## src/rtl/mem_access_unit.sv

```systemverilog
// mem_access_unit: data-memory access sequencer for the multi-cycle core.
// Takes one load/store request per instruction, checks size/alignment, runs a single
// outstanding req/ack bus transfer and returns the aligned, extended load result.
// Ports:
//   clk, rst                         clock, asynchronous active-high reset
//   start, is_load, funct3,
//   addr, wdata                      request from the control FSM (sampled in IDLE)
//   busy, done, err                  status; done is a one-cycle pulse, err valid with done
//   mem_rdata                        extended load result, updated only on a successful load
//   bus_req, bus_we, bus_addr,
//   bus_wstrb, bus_wdata             data-bus request side, held stable until bus_ack
//   bus_ack, bus_rdata               data-bus response side
module mem_access_unit #(
   parameter int unsigned TIMEOUT_CYCLES = 64
) (
   input  logic        clk,
   input  logic        rst,
   input  logic        start,
   input  logic        is_load,
   input  logic [2:0]  funct3,
   input  logic [31:0] addr,
   input  logic [31:0] wdata,
   output logic        busy,
   output logic        done,
   output logic        err,
   output logic [31:0] mem_rdata,
   output logic        bus_req,
   output logic        bus_we,
   output logic [31:0] bus_addr,
   output logic [3:0]  bus_wstrb,
   output logic [31:0] bus_wdata,
   input  logic        bus_ack,
   input  logic [31:0] bus_rdata
);

   localparam int unsigned CNT_W = (TIMEOUT_CYCLES < 2) ? 1 : $clog2(TIMEOUT_CYCLES + 1);

   typedef enum logic [1:0] {S_IDLE, S_CHECK, S_REQ, S_DONE} state_t;

   state_t             state_q;
   logic               is_load_q;
   logic [2:0]         funct3_q;
   logic [31:0]        addr_q;
   logic [31:0]        wdata_q;
   logic [CNT_W-1:0]   cnt_q;
   logic               busy_q, done_q, err_q, bus_req_q, bus_we_q;
   logic [31:0]        mem_rdata_q, bus_addr_q, bus_wdata_q;
   logic [3:0]         bus_wstrb_q;

   logic [1:0]         off_c;
   logic               legal_c;
   logic               timeout_c;
   logic [3:0]         strb_c;
   logic [31:0]        wdata_rep_c;
   logic [7:0]         byte_c;
   logic [15:0]        half_c;
   logic [31:0]        ext_c;

   // Legality, lane strobes, store replication and load extraction from captured request
   always_comb begin
      off_c       = addr_q[1:0];
      legal_c     = 1'b0;
      strb_c      = 4'b1111;
      wdata_rep_c = wdata_q;
      byte_c      = bus_rdata[{off_c, 3'b000} +: 8];
      half_c      = bus_rdata[{off_c[1], 4'b0000} +: 16];
      ext_c       = bus_rdata;

      case (funct3_q)
         3'b000:  legal_c = 1'b1;
         3'b001:  legal_c = ~addr_q[0];
         3'b010:  legal_c = (addr_q[1:0] == 2'b00);
         3'b100:  legal_c = is_load_q;
         3'b101:  legal_c = is_load_q & ~addr_q[0];
         default: legal_c = 1'b0;
      endcase

      case (funct3_q[1:0])
         2'b00: begin
            strb_c      = 4'b0001 << off_c;
            wdata_rep_c = {4{wdata_q[7:0]}};
         end
         2'b01: begin
            strb_c      = 4'b0011 << off_c;
            wdata_rep_c = {2{wdata_q[15:0]}};
         end
         default: begin
            strb_c      = 4'b1111;
            wdata_rep_c = wdata_q;
         end
      endcase

      case (funct3_q)
         3'b000:  ext_c = {{24{byte_c[7]}}, byte_c};
         3'b001:  ext_c = {{16{half_c[15]}}, half_c};
         3'b100:  ext_c = {24'h000000, byte_c};
         3'b101:  ext_c = {16'h0000, half_c};
         default: ext_c = bus_rdata;
      endcase
   end

   // Limit reached on this REQ cycle; a zero limit disables the timeout
   assign timeout_c = (TIMEOUT_CYCLES != 0) && (cnt_q == CNT_W'(TIMEOUT_CYCLES - 1));

   // Sequencer FSM with registered outputs
   always_ff @(posedge clk or posedge rst) begin
      if (rst) begin
         state_q     <= S_IDLE;
         is_load_q   <= 1'b0;
         funct3_q    <= 3'b000;
         addr_q      <= 32'h0;
         wdata_q     <= 32'h0;
         cnt_q       <= '0;
         busy_q      <= 1'b0;
         done_q      <= 1'b0;
         err_q       <= 1'b0;
         bus_req_q   <= 1'b0;
         bus_we_q    <= 1'b0;
         bus_addr_q  <= 32'h0;
         bus_wstrb_q <= 4'b0000;
         bus_wdata_q <= 32'h0;
         mem_rdata_q <= 32'h0;
      end else begin
         done_q <= 1'b0;
         case (state_q)
            S_IDLE: begin
               if (start) begin
                  is_load_q <= is_load;
                  funct3_q  <= funct3;
                  addr_q    <= addr;
                  wdata_q   <= wdata;
                  busy_q    <= 1'b1;
                  err_q     <= 1'b0;
                  state_q   <= S_CHECK;
               end
            end
            S_CHECK: begin
               if (!legal_c) begin
                  done_q  <= 1'b1;
                  err_q   <= 1'b1;
                  state_q <= S_DONE;
               end else begin
                  cnt_q       <= '0;
                  bus_req_q   <= 1'b1;
                  bus_we_q    <= ~is_load_q;
                  bus_addr_q  <= {addr_q[31:2], 2'b00};
                  bus_wstrb_q <= is_load_q ? 4'b0000 : strb_c;
                  bus_wdata_q <= is_load_q ? 32'h0 : wdata_rep_c;
                  state_q     <= S_REQ;
               end
            end
            S_REQ: begin
               // Ack wins over a timeout landing on the same cycle
               if (bus_ack) begin
                  bus_req_q <= 1'b0;
                  done_q    <= 1'b1;
                  err_q     <= 1'b0;
                  if (is_load_q) begin
                     mem_rdata_q <= ext_c;
                  end
                  state_q   <= S_DONE;
               end else if (timeout_c) begin
                  bus_req_q <= 1'b0;
                  done_q    <= 1'b1;
                  err_q     <= 1'b1;
                  state_q   <= S_DONE;
               end else begin
                  cnt_q <= cnt_q + CNT_W'(1);
               end
            end
            S_DONE: begin
               busy_q  <= 1'b0;
               err_q   <= 1'b0;
               state_q <= S_IDLE;
            end
            default: state_q <= S_IDLE;
         endcase
      end
   end

   assign busy      = busy_q;
   assign done      = done_q;
   assign err       = err_q;
   assign mem_rdata = mem_rdata_q;
   assign bus_req   = bus_req_q;
   assign bus_we    = bus_we_q;
   assign bus_addr  = bus_addr_q;
   assign bus_wstrb = bus_wstrb_q;
   assign bus_wdata = bus_wdata_q;

endmodule
```

## config.mk

```make
export PLATFORM = sky130hd
export DESIGN_NAME = mem_access_unit
export DESIGN_NICKNAME = d
export VERILOG_FILES = /design/src/rtl/mem_access_unit.sv
export SDC_FILE = /design/constraint.sdc
export NUM_CORES = 1
export LEC_CHECK = 0
export CORE_ASPECT_RATIO = 2
export CORE_MARGIN = 8
export CORE_UTILIZATION = 30
export CTS_BUF_LIST = sky130_fd_sc_hd__clkbuf_16
export DETAILED_ROUTE_END_ITERATION = 10
export SLEW_MARGIN = 20
export SYNTH_ARGS = -nofsm -noshare
export SYNTH_HDL_FRONTEND = slang
export SYNTH_SLANG_ARGS = --single-unit
```

## constraint.sdc

```tcl
create_clock -name clk -period 9.9 [get_ports clk]
set_clock_uncertainty 0.2 [all_clocks]
set_input_delay 1.485 -clock clk [delete_from_list [all_inputs] [get_ports clk]]
set_output_delay 1.485 -clock clk [all_outputs]
set_load 0.1 [all_outputs]
```

# After elaboration in Yosys (flattened, before gate mapping)
# Index checks and enable logic that the tools add are counted.
# word_totals
mem_count	0
latch_bits	0
word_cells	82
romBits	0
out_inout_bits	105
inputBits	104
ram_bits	0
reg_bits	180
# classes
mux	30
n_shift	4
addsub	1
eq_ne	15
reduce_logical	14
div_mod_pow	0
bitwise	3
magnitude_cmp	0
n_mul	0
# op_table
op	count
$pmux W32 S4	1
$pmux W32 S2	1
$mux W32	1
$shiftx A32 B6 Y16	1
$shiftx A32 B6 Y8	1
$mux W7	3
$pmux W7 S2	1
$mux W1	12
$ne A2 B2 Y1 const B	5
$reduce_and A3 Y1	3
$pmux W2 S4	1
$pmux W4 S2	1
$reduce_and A2 Y1	4
$add A7 B1 Y7 const B	1
$eq A7 B6 Y1 const B	1
$eq A3 B3 Y1 const B	2
$logic_not A2 Y1	3
$mux W2	3
$pmux W1 S2	3
$pmux W1 S5	1
$eq A2 B1 Y1 const B	2
$eq A2 B2 Y1 const B	2
$mux W4	1
$pmux W1 S4	1
other kinds (10)	12

# Longest topological paths before layout
# Gate-level depths: netlist of run 1.
# logic_depth
depth_word	5
mapped_depth	8
mapped_depth_nobuf	6

# Least setup slack after synthesis of run 1
# No wires, ideal clock.
# synth_path
path_type	in2reg
start	in bus_rdata[31]
end	reg mem_rdata_q[16], in the netlist mem_rdata[16]
required_time_ns	9.571
n_path_buf	1
t_arrival_ns	2.536
cell_stages	4
slack_ns	7.035
setup_ns	0.129
cell_sequence	mux4_2 > o211ai_2 > buf_2 > nand3_1
# synth_between
elab_chain_cells	2
word_cells_on_any_way	3
classes_between	shift (2); mux (1)
# synth_lines
item	line_no	text
start, declared	33	input logic [31:0] bus_rdata
$shiftx A32 B6 Y16 / $shiftx A32 B6 Y8 (equally long branches)	66, 65	
$pmux W32 S4 (*)	93	case (funct3_q)
end signal, assigned	159	mem_rdata_q <= ext_c;
end, declared	47	logic [31:0] mem_rdata_q, bus_addr_q, bus_wdata_q;
# Every way passes the cells marked *; elsewhere a longest branch is shown, timed or not.
# A chain may end at the register's enable or synchronous reset.

# Final worst setup path of run 1
# layout_path
start	reg mem_rdata_q[27], in the netlist mem_rdata[27]
end	out mem_rdata[27]
# layout_rtl
item	line_no	text
end, declared	26	output logic [31:0] mem_rdata,
# No word-level cell between the ends.

==> results.txt, run 1 <==
Kind of critical path: reg -> out
Post-CTS Setup Bufs: 0
Vias in the first global route: 6539
Largest net degree at the start of global routing: 113
CTS sink cnt: 180
ANT cells: 0
Layout cell share with drive strength beyond 1: 18.37%
GRT Resource Usage Total: 15.71%
Avg Cell Area, Syn: 11.74 um2
Clock latency on the worst-skew pair: 0.45 ns
Clock slew seen by the registers of the worst setup and hold paths: 0.07 ns
Total core area: 26800 um2
Sequential fraction of the synthesis area: 55.59%
Vias per cell: 4.955
# IOs: 209
Worst Setup SP: mem_rdata[27]$_DFFE_PP0P_
Slew headroom: 27.69%
Post-synthesis to final-layout area growth: 35.64%
Total negative slack: 0 ns
Cts hold-fix bufs: 0
Crit Path Max Fanout: 2
Slew @ Worst Pin: 1.081 ns
Crit. End Element: output pin
CP startpoint kind: flop
Worst reg2reg startpoint: funct3_q[0]$_DFFE_PP0P_
I/O Buffers: 206
Die area: 32840 um2
Die Y: 248.4 um
Clock buffer count from CTS: 17
# nets final: 978
DP HPWL: 17.84 mm
Cts repair resizes: 0
Leading area contributor after synthesis: dfrtp_1
Post-layout util: 41.01%
Post-route ant nets: 0
FP Rows: 85
Gp weighted congestion: 0.8030
Cell count after synthesis: 690
Clock Path Buffers: 2
Max-cap viol count: 0
Required time of the critical path: 8.22 ns
Number of flops mapped to enable cells by yosys: 0
CP max stage cell: clkdlybuf4s50_1
Root Driver: clkbuf_16
Worst Path Buf+Inv: 1
Min-delay src: mem_rdata[0]$_DFFE_PP0P_
Via count: 6095
Antenna violations before repair: 0
Post-synthesis cell type count: 46
Commonest register cell after synthesis: dfrtp_1
Final setup viols: 0
CP Cell Sequence: clkdlybuf4s50_1
Most common cell in the netlist: dfrtp_1
First-pass GRT wire length: 39.60 mm
Ys Warns: 0
Max Freq: 0.2694 GHz
Fill count: 2627
Top post-synthesis cells by area: dfrtp_1 56%, mux2_2 14%, mux2i_1 4.3%
CP max stage delay: 1.16 ns
Global route overflow: 0
H-tree depth: 4
Remaining DRCs: 0
CTS tree: built
Final Max Slew Viols: 0
Crit path DAT: 2.03 ns
Iter 0 DRT Violations: 428
Status: completed
Pre-antenna DRT Iters: 4
Die Wd: 132.2 um
Tcrit/Tclk final: 37.49%
HP Class: reg -> reg
Crit path max-delay family: buffers and inverters
Initial Utilization: 30.23%
Commonest cells in the netlist: 180 x dfrtp_1, 99 x mux2_2, 59 x o21ai_0, 39 x nand2_1, 38 x a21oi_1
Cell Area, Synth: 8103 um2
WL/cell: 20.62 um
Seq cells post-synth: 180
Final hold viol count: 0
Routed Wire Length: 25.36 mm
Top cell type's share of synthesized area: 55.59%
RSZ-0062 raised after global routing: false
FFs w/ async S/R, synth: 100.0%
Minimum clock period: 3.711 ns
layer usage:
layer	vias to the layer above	GRT usage, %	share of wire, %
met5	-	0	0
met4	0	8.322	3.7
met1	3019	16.50	37
met2	206	27.84	54
met3	38	4.362	5.4
li1	2832	-	-
registers in the layout, indices dropped and copies added, names as in the netlist:
| signal | count |
|---|---|
| err | 1 |
| bus_wstrb | 4 |
| funct3_q | 3 |
| bus_we | 1 |
| wdata_q | 32 |
| bus_addr | 30 |
| done | 1 |
| state_q | 2 |
| mem_rdata | 32 |
| busy | 1 |
| cnt_q | 7 |
| bus_req | 1 |
| is_load_q | 1 |
| addr_q | 32 |
| bus_wdata | 32 |
through the flow:
| step | hold slack [ns] | setup WS [ns] | cells | area (um2) |
|---|---|---|---|---|
| 3_3_place_gp | 0.2613 | 6.134 | 1198 | 10430 |
| 3_5_place_dp | 0.2669 | 6.102 | 1198 | 10430 |
| 4_1_cts | 0.2831 | 6.146 | 1230 | 10990 |
| 5_1_grt | 0.3089 | 6.131 | 1230 | 10990 |
| 2_1_floorplan | 0.2749 | 3.328 | 691 | 8107 |
| 6_report | 0.2784 | 6.189 | 1230 | 10990 |
layout by cell type, fill, tap and decap left out, drive strengths merged, types with 2 or more instances in the layout:
cell	instances
a211oi	2
a21boi	4
a21oi	39
a2bb2oi	3
buf	8
clkbuf	17
clkdlybuf4s50	206
clkinv	3
clkinvlp	2
conb	2
dfrtp	180
ha	5
inv	21
mux2	99
mux2i	35
nand2	39
nand2b	13
nand3	35
nand3b	9
nor2	15
nor2b	2
nor3	6
nor3b	2
nor4	2
o211ai	9
o21ai	59
o31ai	36
or2	8
or3	9
layout make-up:
class	count	area, um2	area share [%]
tap	348	435.4	3.962
inverter	11	48.80	0.4440
clock buffer	17	425.4	3.871
multi-input combinational	445	3316	30.17
sequential	180	4506	41.00
clock inverter	15	137.6	1.252
timing repair buffer	214	2122	19.31
final timing paths:
check                                       endpoint  slack (ns)  cells past startpoint
min in group asynchronous   bus_addr[22]$_DFFE_PP0P_        1.34                      2
min reg2reg                 mem_rdata[0]$_DFFE_PP0P_        0.28                      2
max                                    mem_rdata[27]        6.19                      1
min                         mem_rdata[0]$_DFFE_PP0P_        0.28                      2
max in group asynchronous  mem_rdata[31]$_DFFE_PP0P_        6.72                      3
max reg2reg                 bus_addr[28]$_DFFE_PP0P_        7.20                      4
logic make-up after synthesis:
| group | share of synthesized area [%] |
|---|---|
| flops | 55.59 |
| other cells | 0.04628 |
| buf+inv | 3.737 |
| compound gates | 12.34 |
| simple gates | 9.157 |
| fa+ha+maj | 0.7721 |
| mux | 18.36 |
Power of run 1 is not shown: default switching activity piles up to over one toggle a cycle in this logic, so the estimate is an artifact.
==> run 2, diff against run 1 <==
clock period = 3.2 ns   (was 9.9 ns; I/O delays follow)
==> results.txt, run 2 (synthesis results as in run 1) <==
Status: completed
# placed instances: 1210
Final setup viols: 0
First-pass GRT wire length: 40.10 mm
Worst reg2reg setup slack: 0.63 ns
DP HPWL: 18.91 mm
Final Max Slew Viols: 0
Crit Path Max Fanout: 10
Die Wd: 132.2 um
WL/cell: 20.83 um
R2R cell count: 6
Antenna violations before repair: 0
Largest net degree at the start of global routing: 70
Hold WS: 0.2151 ns
Global route overflow: 0
Slew headroom: 37.90%
Post-synthesis to final-layout area growth: 34.76%
CP startpoint kind: flop
Slew @ Worst Pin: 0.9315 ns
Setup WS pre-CTS: 0.5729 ns
CP Cell Sequence: inv_1 -> ha_1 -> inv_1 -> a211oi_2 -> nor3_1 -> mux2i_1
Post-route ant nets: 0
Final Non-Filler Cells: 1242
Cts repair resizes: 0
# IOs: 209
Minimum clock period: 2.570 ns
Commonest non-fill, non-tap cell in the layout: dfrtp_1
CP max stage cell: a211oi_2
Final hold viol count: 0
Via count: 6219
Remaining DRCs: 0
# nets final: 990
FP Rows: 85
Worst reg2reg startpoint: state_q[1]$_DFFE_PP0P_
Total core area: 26800 um2
Tcrit/Tclk final: 80.31%
GRT Resource Usage Total: 15.92%
CTS tree: built
Clock latency on the worst-skew pair: 0.45 ns
Crit. End Element: flop
Die Y: 248.4 um
Clock buffer count from CTS: 17
Cts hold-fix bufs: 0
Vias per cell: 5.007
Die area: 32840 um2
I/O Buffers: 206
Required time of the critical path: 3.31 ns
Reg2reg end: cnt_q[1]$_DFFE_PP0P_
Clock slew seen by the registers of the worst setup and hold paths: 0.07 ns
Routed Wire Length: 25.87 mm
Clock Path Buffers: 2
Pre-antenna DRT Iters: 4
Max-cap viol count: 0
ANT cells: 0
Total negative slack: 0 ns
HP Class: in -> async
Gp weighted congestion: 0.7813
H-tree depth: 4
Iter 0 DRT Violations: 287
RSZ-0062 raised after global routing: false
CTS sink cnt: 180
Vias in the first global route: 6610
Kind of critical path: reg -> reg
Root Driver: clkbuf_16
Crit path DAT: 2.68 ns
Initial Utilization: 30.23%
CP max stage delay: 0.67 ns
Max Freq: 0.3891 GHz
Crit path top cell by count: inv_1
Layout cell share with drive strength beyond 1: 30.76%
Most frequent cells in the layout: 179 x dfrtp_1, 120 x buf_4, 103 x clkdlybuf4s50_1
Post-CTS Setup Bufs: 0
Setup ws final: 0.6302 ns
-- run 2: cell count changes in the layout (fill, tap and decap cells not counted), sizes merged --
cell           change
bufinv             +4
clkinvlp           +1
buf              +115
clkdlybuf4s50    -103
inv                -5
-- run 2: cell type report --
| type | instances | area [um2] |
|---|---|---|
| Tap cell | 348 | 435.4 |
| Multi-Input combinational cell | 445 | 3314 |
| Clock buffer | 17 | 425.4 |
| Fill cell | 2658 | 15880 |
| Inverter | 11 | 45.04 |
| Sequential cell | 180 | 4506 |
| Timing Repair Buffer | 226 | 1992 |
| Clock inverter | 15 | 201.4 |
-- run 2: worst max-delay path: cells and delay by family (launching register included) --
family / cells / cell delay [ns]
DFF: 1 / 0.42
AOI/OAI and AO/OA: 1 / 0.67
and+or+nand+nor: 1 / 0.31
muxes: 1 / 0.18
adders and majority gates: 1 / 0.40
buffers and inverters: 2 / 0.23
-- run 2: layer usage --
| layer | part of all wire [%] | wire length (um) | GRT usage, % | up-vias |
|---|---|---|---|---|
| li1 | - | - | - | 2844 |
| met1 | 36 | 9332 | 15.93 | 3141 |
| met2 | 54 | 14070 | 28.75 | 191 |
| met3 | 5.4 | 1394 | 4.786 | 43 |
| met4 | 4.2 | 1079 | 8.681 | 0 |
| met5 | 0 | 0 | 0 | - |
-- run 2: how the worst max path moves through the flow --
stage	cells after the start	to	slack, ns	start
finish	6	cnt_q[1]$_DFFE_PP0P_	0.63	state_q[1]$_DFFE_PP0P_
detailed placement	4	mem_rdata[24]$_DFFE_PP0P_	0.57	bus_rdata[31]
global route	6	cnt_q[1]$_DFFE_PP0P_	0.47	state_q[1]$_DFFE_PP0P_
global placement	6	cnt_q[1]$_DFFE_PP0P_	0.58	state_q[1]$_DFFE_PP0P_
floorplan	1	addr_q[0]$_DFFE_PP0P_	0.21	rst
CTS	6	cnt_q[6]$_DFFE_PP0P_	0.57	state_q[1]$_DFFE_PP0P_
-- run 2: stage by stage --
step	cell area [um2]	utilization, %
floorplan	8110	-
global placement	10290	38.40
detailed placement	10290	38.40
CTS	10920	40.74
global route	10920	40.74
finish	10920	40.74
Power of run 2 is left out for the same reason.
